`src/rtl/gobang_pkg.sv`:
```
// Shared constants for the gobang move controller: FSM state codes, cell encodings, board default.
package gobang_pkg;

  localparam int DEF_BOARD_SIZE = 15;

  localparam logic [1:0] ST_IDLE   = 2'd0;
  localparam logic [1:0] ST_LOOKUP = 2'd1;
  localparam logic [1:0] ST_PLACE  = 2'd2;
  localparam logic [1:0] ST_UNDO   = 2'd3;

  typedef enum logic [1:0] {
    CELL_EMPTY = 2'd0,
    CELL_BLACK = 2'd1,
    CELL_WHITE = 2'd2
  } cell_e;

  // Stone colour written for the side to move (0 = black, 1 = white).
  function automatic logic [1:0] stone_of(input logic side);
    return side ? CELL_WHITE : CELL_BLACK;
  endfunction

endpackage

```
`src/rtl/gobang_cursor.sv`:
```
// Registered board cursor: one arrow step per enabled cycle with wrap or clamp at the edges,
// or a direct load (used to return to the undone cell). Load has priority over stepping.
module gobang_cursor
  import gobang_pkg::*;
#(
  parameter int BOARD_SIZE = DEF_BOARD_SIZE,
  parameter int COORD_W    = 4,
  parameter int WRAP       = 1
) (
  input  logic               clk,
  input  logic               rst,
  input  logic               step_en,
  input  logic               key_up,
  input  logic               key_down,
  input  logic               key_left,
  input  logic               key_right,
  input  logic               load,
  input  logic [COORD_W-1:0] load_x,
  input  logic [COORD_W-1:0] load_y,
  output logic [COORD_W-1:0] cur_x,
  output logic [COORD_W-1:0] cur_y
);

  localparam logic [COORD_W-1:0] MAX_C    = COORD_W'(BOARD_SIZE - 1);
  localparam logic [COORD_W-1:0] CENTER_C = COORD_W'(BOARD_SIZE / 2);

  logic [COORD_W-1:0] x_q, x_d, y_q, y_d;

  function automatic logic [COORD_W-1:0] step_dn(input logic [COORD_W-1:0] v);
    if (v == '0) return (WRAP != 0) ? MAX_C : '0;
    return v - 1'b1;
  endfunction

  function automatic logic [COORD_W-1:0] step_up(input logic [COORD_W-1:0] v);
    if (v == MAX_C) return (WRAP != 0) ? '0 : MAX_C;
    return v + 1'b1;
  endfunction

  // Up/left win over their opposites; the two axes update independently.
  always_comb begin
    x_d = x_q;
    y_d = y_q;
    if (load) begin
      x_d = load_x;
      y_d = load_y;
    end else if (step_en) begin
      if (key_up)         y_d = step_dn(y_q);
      else if (key_down)  y_d = step_up(y_q);
      if (key_left)       x_d = step_dn(x_q);
      else if (key_right) x_d = step_up(x_q);
    end
  end

  always_ff @(posedge clk) begin
    if (rst) begin
      x_q <= CENTER_C;
      y_q <= CENTER_C;
    end else begin
      x_q <= x_d;
      y_q <= y_d;
    end
  end

  assign cur_x = x_q;
  assign cur_y = y_q;

endmodule

```
`src/rtl/gobang_move_ctrl.sv`:
```
// Turn/move sequencer: key pulses -> cursor moves, occupancy lookup, req/ack stone writes,
// turn tracking and single-level undo. Keys arriving while busy are dropped.
module gobang_move_ctrl
  import gobang_pkg::*;
#(
  parameter int BOARD_SIZE = DEF_BOARD_SIZE,
  parameter int COORD_W    = 4,
  parameter int CNT_W      = 8,
  parameter int WRAP       = 1
) (
  input  logic               clk,
  input  logic               rst,
  input  logic               key_up,
  input  logic               key_down,
  input  logic               key_left,
  input  logic               key_right,
  input  logic               key_ok,
  input  logic               key_switch,
  input  logic               key_reverse,
  input  logic               game_over,
  input  logic               cell_occ,
  input  logic               wr_ack,
  output logic [COORD_W-1:0] cur_x,
  output logic [COORD_W-1:0] cur_y,
  output logic               player,
  output logic               wr_req,
  output logic [COORD_W-1:0] wr_x,
  output logic [COORD_W-1:0] wr_y,
  output logic [1:0]         wr_val,
  output logic [CNT_W-1:0]   move_cnt,
  output logic               board_full,
  output logic               placed,
  output logic               rejected,
  output logic               busy
);

  localparam logic [CNT_W-1:0] FULL_CNT = CNT_W'(BOARD_SIZE * BOARD_SIZE);

  logic [1:0]         state_q, state_d;
  logic               player_q, player_d;
  logic [CNT_W-1:0]   cnt_q, cnt_d;
  logic               undo_q, undo_d;
  logic [COORD_W-1:0] last_x_q, last_x_d, last_y_q, last_y_d;
  logic [COORD_W-1:0] wr_x_q, wr_x_d, wr_y_q, wr_y_d;
  logic [1:0]         wr_val_q, wr_val_d;
  logic               placed_q, placed_d, rejected_q, rejected_d;
  logic               step_en, cur_load;

  gobang_cursor #(
    .BOARD_SIZE (BOARD_SIZE),
    .COORD_W    (COORD_W),
    .WRAP       (WRAP)
  ) u_cursor (
    .clk       (clk),
    .rst       (rst),
    .step_en   (step_en),
    .key_up    (key_up),
    .key_down  (key_down),
    .key_left  (key_left),
    .key_right (key_right),
    .load      (cur_load),
    .load_x    (last_x_q),
    .load_y    (last_y_q),
    .cur_x     (cur_x),
    .cur_y     (cur_y)
  );

  assign board_full = (cnt_q == FULL_CNT);

  // IDLE serves only the highest-priority key present; a refused key still consumes the cycle.
  always_comb begin
    state_d    = state_q;
    player_d   = player_q;
    cnt_d      = cnt_q;
    undo_d     = undo_q;
    last_x_d   = last_x_q;
    last_y_d   = last_y_q;
    wr_x_d     = wr_x_q;
    wr_y_d     = wr_y_q;
    wr_val_d   = wr_val_q;
    placed_d   = 1'b0;
    rejected_d = 1'b0;
    step_en    = 1'b0;
    cur_load   = 1'b0;
    case (state_q)
      ST_IDLE: begin
        if (key_reverse) begin
          if (undo_q) begin
            state_d  = ST_UNDO;
            wr_x_d   = last_x_q;
            wr_y_d   = last_y_q;
            wr_val_d = CELL_EMPTY;
          end
        end else if (key_ok) begin
          if (!game_over && !board_full) state_d = ST_LOOKUP;
        end else if (key_switch) begin
          if (cnt_q == '0) player_d = ~player_q;
        end else begin
          step_en = 1'b1;
        end
      end
      ST_LOOKUP: begin
        if (cell_occ) begin
          rejected_d = 1'b1;
          state_d    = ST_IDLE;
        end else begin
          wr_x_d   = cur_x;
          wr_y_d   = cur_y;
          wr_val_d = stone_of(player_q);
          state_d  = ST_PLACE;
        end
      end
      ST_PLACE: begin
        if (wr_ack) begin
          last_x_d = wr_x_q;
          last_y_d = wr_y_q;
          undo_d   = 1'b1;
          cnt_d    = cnt_q + 1'b1;
          player_d = ~player_q;
          placed_d = 1'b1;
          state_d  = ST_IDLE;
        end
      end
      default: begin
        if (wr_ack) begin
          cnt_d    = cnt_q - 1'b1;
          player_d = ~player_q;
          undo_d   = 1'b0;
          cur_load = 1'b1;
          state_d  = ST_IDLE;
        end
      end
    endcase
  end

  always_ff @(posedge clk) begin
    if (rst) begin
      state_q    <= ST_IDLE;
      player_q   <= 1'b0;
      cnt_q      <= '0;
      undo_q     <= 1'b0;
      last_x_q   <= '0;
      last_y_q   <= '0;
      wr_x_q     <= '0;
      wr_y_q     <= '0;
      wr_val_q   <= CELL_EMPTY;
      placed_q   <= 1'b0;
      rejected_q <= 1'b0;
    end else begin
      state_q    <= state_d;
      player_q   <= player_d;
      cnt_q      <= cnt_d;
      undo_q     <= undo_d;
      last_x_q   <= last_x_d;
      last_y_q   <= last_y_d;
      wr_x_q     <= wr_x_d;
      wr_y_q     <= wr_y_d;
      wr_val_q   <= wr_val_d;
      placed_q   <= placed_d;
      rejected_q <= rejected_d;
    end
  end

  assign player   = player_q;
  assign move_cnt = cnt_q;
  assign wr_req   = (state_q == ST_PLACE) || (state_q == ST_UNDO);
  assign wr_x     = wr_x_q;
  assign wr_y     = wr_y_q;
  assign wr_val   = wr_val_q;
  assign placed   = placed_q;
  assign rejected = rejected_q;
  assign busy     = (state_q != ST_IDLE);

endmodule

```
`config.mk`:
```
export PLATFORM = sky130hd
export DESIGN_NAME = gobang_move_ctrl
export DESIGN_NICKNAME = d
export VERILOG_FILES = /design/src/rtl/gobang_pkg.sv /design/src/rtl/gobang_cursor.sv /design/src/rtl/gobang_move_ctrl.sv
export SDC_FILE = /design/constraint.sdc
export NUM_CORES = 1
export LEC_CHECK = 0
export CORE_MARGIN = 5
export CORE_UTILIZATION = 56
export DETAILED_ROUTE_END_ITERATION = 6
export PLACE_DENSITY = 0.83
export RECOVER_POWER = 25
export SLEW_MARGIN = 20
export SYNTH_ARGS = -nofsm -noshare
export SYNTH_HDL_FRONTEND = slang
export SYNTH_SLANG_ARGS = --single-unit
```
`constraint.sdc`:
```
create_clock -name clk -period 3.5 [get_ports clk]
set_input_delay 1.05 -clock clk [delete_from_list [all_inputs] [get_ports clk]]
set_output_delay 1.05 -clock clk [all_outputs]
set_load 0.05 [all_outputs]
```
Yosys cells after proc, flatten, opt, wreduce, memory -nomap -nowiden:

Cells that the tools add are included.

* bits in registers: 40
* input port bits: 12
* output and inout bits: 32
* logic and storage cells: 138

* add/subtract/negate cells: 6
* equal/unequal tests: 16
* mux-type cells: 73
* bitwise logic cells: 4
* reductions and logical operators: 26

Operators with widths (number)
* 4-bit two-way mux: 22
* 1-bit two-way mux: 32
* 2-bit two-way mux: 10
* 8-bit two-way mux: 2
* 4-bit one-hot mux with 2 select lines: 2
* 8-bit one-hot mux with 2 select lines: 1
* 2-bit != test, second input constant: 7
* 3-bit != test, second input constant: 3
* 3-bit nonzero test: 3
* 4-bit by 1-bit adder with 4-bit output, second input constant: 2
* 8-bit by 1-bit adder with 8-bit output, second input constant: 1
* 4-bit == test, second input constant: 2
* 8-bit == test, second input constant: 1
* 4-bit zero test: 2
* 8-bit zero test: 1
* 2-bit one-hot mux with 2 select lines: 2
* 2-bit AND reduction: 4
* 4-bit AND reduction: 2
* 2-bit nonzero test: 4
* 4-bit by 1-bit subtractor with 4-bit output, second input constant: 2
* 8-bit by 1-bit subtractor with 8-bit output, second input constant: 1
* 6-bit AND reduction: 1
* 2-bit OR reduction: 3
* 2-bit == test, second input constant: 2
* 8 further kinds: 13

Depth between registers and ports, before layout:

* depth in word-level cells: 11
* mapped depth: 9
* gate-level depth less buffers: 8

By module:

From an unflattened synthesis, not the netlist that was laid out.

* cell total of the unflattened synthesis: 283
* area, all modules: 2368.5 um^2

Modules (own cells, without submodules)
* gobang_move_ctrl: times used 1, cells an instance 186, area each 1599.0 um^2, seq. area each 640.6 um^2
* gobang_cursor: times used 1, cells an instance 97, area each 769.5 um^2, seq. area each 160.2 um^2

Worst setup path after synthesis:

No wires, ideal clock.

* kind: reg2out
* start: reg cnt_q[1] (netlist: move_cnt[1])
* end: out board_full
* arrival time: 1.809 ns
* required time: 2.450 ns
* path slack: 0.641 ns
* stages on the path, launching flop included: 3
* buffers on the path: 0
* cells stage by stage: dfxtp_1 or4_1 nor2_1

* longest elaborated chain between the ends: 1

Ends and longest elaborated chain
* start: declaration: RTL line gobang_move_ctrl.sv:41 `logic [CNT_W-1:0] cnt_q, cnt_d;`
* start signal: assignment: RTL line gobang_move_ctrl.sv:152 `cnt_q <= cnt_d;`
* 8-bit == test: RTL line gobang_move_ctrl.sv:68 `assign board_full = (cnt_q == FULL_CNT);`
* end: declaration: RTL line gobang_move_ctrl.sv:31 `output logic board_full,`

No other way between the ends.

Worst setup path after layout:

Ends and elaborated chain as after synthesis.

==> flow_summary.json <==
{
  "wl_per_cell_microns": 15.11,
  "synthFlopType": "dfxtp_1",
  "floorplan.rows": 23,
  "die_width_microns": 75.52,
  "tritoncts": "yes",
  "postCtsSetupBuffers": 0,
  "synth_seq_cells": 40,
  "setup-tns-final_ps": 0,
  "syn_area_sq_um": 2404,
  "vias": 2126,
  "tightest_slew_ps": 881.6,
  "syn2layout_area_growth_pct": 22.90,
  "grt_pass1_wl_mm": 9.494,
  "slew_headroom": 0.4123,
  "rsz0062_at_grt": "no",
  "initial_core_util": 0.5882,
  "n_antenna_cell": 0,
  "synth_top_cell_area_share": 0.3332,
  "worstPathArrival_ps": 2180,
  "synth_cells": 288,
  "drt_iter0_markers": 178,
  "ant_nets": 0,
  "power_mw": 1.112,
  "gp_congestion": 0.8457,
  "period_needed_ps": 3232,
  "cp-end-kind": "output port",
  "finalHoldViolCount": 0,
  "die_h_microns": 75.52,
  "start_kind": "flip-flop",
  "worstSkewPairLatency_ps": 300,
  "layout_setup_ws_ps": 267.5,
  "via_per_inst": 5.730,
  "place_area_sq_um": 2831,
  "syn-num-nets": 315,
  "criticalPathCategory": "reg2out",
  "fin_hold_ws_ps": 469.2,
  "antenna_found_initial": 0,
  "fillers": 310,
  "ys_types": 53,
  "fmax_mhz": 309.4,
  "max-cap-violations": 0,
  "cp_max_fo": 5,
  "leakage_nw": 1.095,
  "outcome": "completed",
  "synth_edf_count": 0,
  "die_area_sq_um": 5703,
  "critPathRequiredTime_ps": 2450,
  "synth_top_cell_by_area": "dfxtp_1",
  "yosysMostFrequentCell": "dfxtp_1",
  "synth.avg_cell_area_sq_um": 8.346,
  "route.detailed.drc": 0,
  "slew_viol_final": 0,
  "io_pins": 44,
  "clk_pin_slew_ps": 80,
  "clk_path_buf_depth": 2,
  "core-area_sq_um": 4086,
  "synthTopCellsByCount": "40 x dfxtp_1, 30 x nand2_1, 27 x a21oi_1",
  "grt_pass1_vias": 1980,
  "final_area_sq_um": 2954,
  "pre_cts_slack_ps": 588.1,
  "port_buffers": 43,
  "setup_violations": 0,
  "grt_usage": 0.2144,
  "grt_start_max_net_pins": 41,
  "fin_worst_skew_ps": 7.635,
  "cts_buffers": 5,
  "worstHoldPathType": "reg2reg",
  "seq_area_frac_synth": 0.3332,
  "ir_drop_mv": 0.3576,
  "cts-hold-fix-buffers": 0,
  "cts.sinks": 40,
  "drive_above_1_share": 0.06542,
  "async_flop_share": 0,
  "cts-root-buf": "clkbuf_8",
  "ctsResizeCount": 0,
  "routed_wl_mm": 5.605,
  "dp_hpwl_mm": 3.893,
  "ys_warn_count": 0,
  "firstDrtPassIters": 5,
  "htreeDepth": 2,
  "finalCritPeriodShare": 0.9236,
  "p_per_area_nw_per_um2": 376.3,
  "synth.area.top_cells": "dfxtp_1 33%, ha_1 7.3%, a21oi_1 5.6%",
  "gr-total-overflow": 0,
  "nets": 348
}
cells by family (layout without fill, tap and decap cells):
| logic type | Yosys count | count (layout) | share of synthesized area |
|---|---|---|---|
| DFF | 40 | 40 | 0.3332 |
| buffers and inverters | 31 | 64 | 0.05362 |
| muxes | 11 | 11 | 0.04633 |
| xor gates and xnor gates | 4 | 4 | 0.01458 |
| AOI/OAI and AO/OA | 86 | 86 | 0.2598 |
| and+or+nand+nor | 101 | 101 | 0.2113 |
| adders and majority gates | 15 | 15 | 0.08121 |
power breakdown:
group	internal, mW	switching [mW]
clock	0.281	0.164
combinational	0.0727	0.110
sequential	0.466	0.0182
total	0.819	0.292
stage by stage:
step | cells | utilization
after global routing | 371 | 0.7229
after detailed placement | 364 | 0.6929
after global placement | 364 | 0.6929
after floorplan | 288 | -
after CTS | 371 | 0.7244
final | 371 | 0.7229
critical path, cell delays in order (launching register included):
cell             delay [ps]
dfxtp_1                 350
or4_1                   600
nor2_1                  130
clkdlybuf4s50_1         800
final timing paths:
kind	start	to	slack, ps	cells past startpoint
min reg2reg	wr_y[3]	last_y_q[3]	470	2
min	wr_y[3]	last_y_q[3]	470	2
max	move_cnt[1]	board_full	270	3
max reg2reg	state_q[0]	move_cnt[7]	1110	7
flip-flops by register name, summed over array words and instances (netlist names):
register and count:
u_cursor.cur_x 4, placed 1, undo_q 1, rejected 1, wr_y 4, player 1
last_y_q 4, state_q 2, last_x_q 4, wr_val 2, move_cnt 8, wr_x 4
u_cursor.cur_y 4
cells in the final DEF, fill, tap and decap left out, types with 3 or more instances in the layout:
master | netlist | final
o21ai_1 | 5 | 5
a31oi_1 | 5 | 5
dfxtp_1 | 40 | 40
o211ai_1 | 4 | 4
nand3_1 | 6 | 6
ha_1 | 14 | 14
nor2b_1 | 6 | 6
nand2b_1 | 7 | 7
inv_1 | 9 | 9
clkdlybuf4s50_1 | 0 | 41
mux2i_1 | 10 | 10
o21ai_0 | 7 | 7
a211oi_1 | 13 | 13
clkbuf_8 | 0 | 5
o31ai_1 | 6 | 6
nand2_1 | 30 | 30
and3_1 | 3 | 3
and2_0 | 2 | 3
nor2_1 | 26 | 26
a21o_1 | 3 | 3
a21oi_1 | 27 | 27
nor3_1 | 5 | 5
or2_1 | 3 | 3
routing by layer:
metal / global-route usage / wire, microns
met1: 0.3084 / 2618
met2: 0.3250 / 2643
met3: 0.04485 / 281
met4: 0.06019 / 62
met5: 0 / 0
layout make-up:
| class | count | area [sq um] | share of cell area |
|---|---|---|---|
| well taps | 50 | 62.56 | 0.02118 |
| multi-input cells | 217 | 1474 | 0.4989 |
| clock inverters | 2 | 60.06 | 0.02033 |
| inverters | 11 | 41.29 | 0.01398 |
| flip-flops and latches | 40 | 800.8 | 0.2711 |
| clock buffers | 5 | 68.82 | 0.02330 |
| repair buffers | 46 | 446.7 | 0.1512 |
No activity file was read; power rests on OpenSTA's default activity.
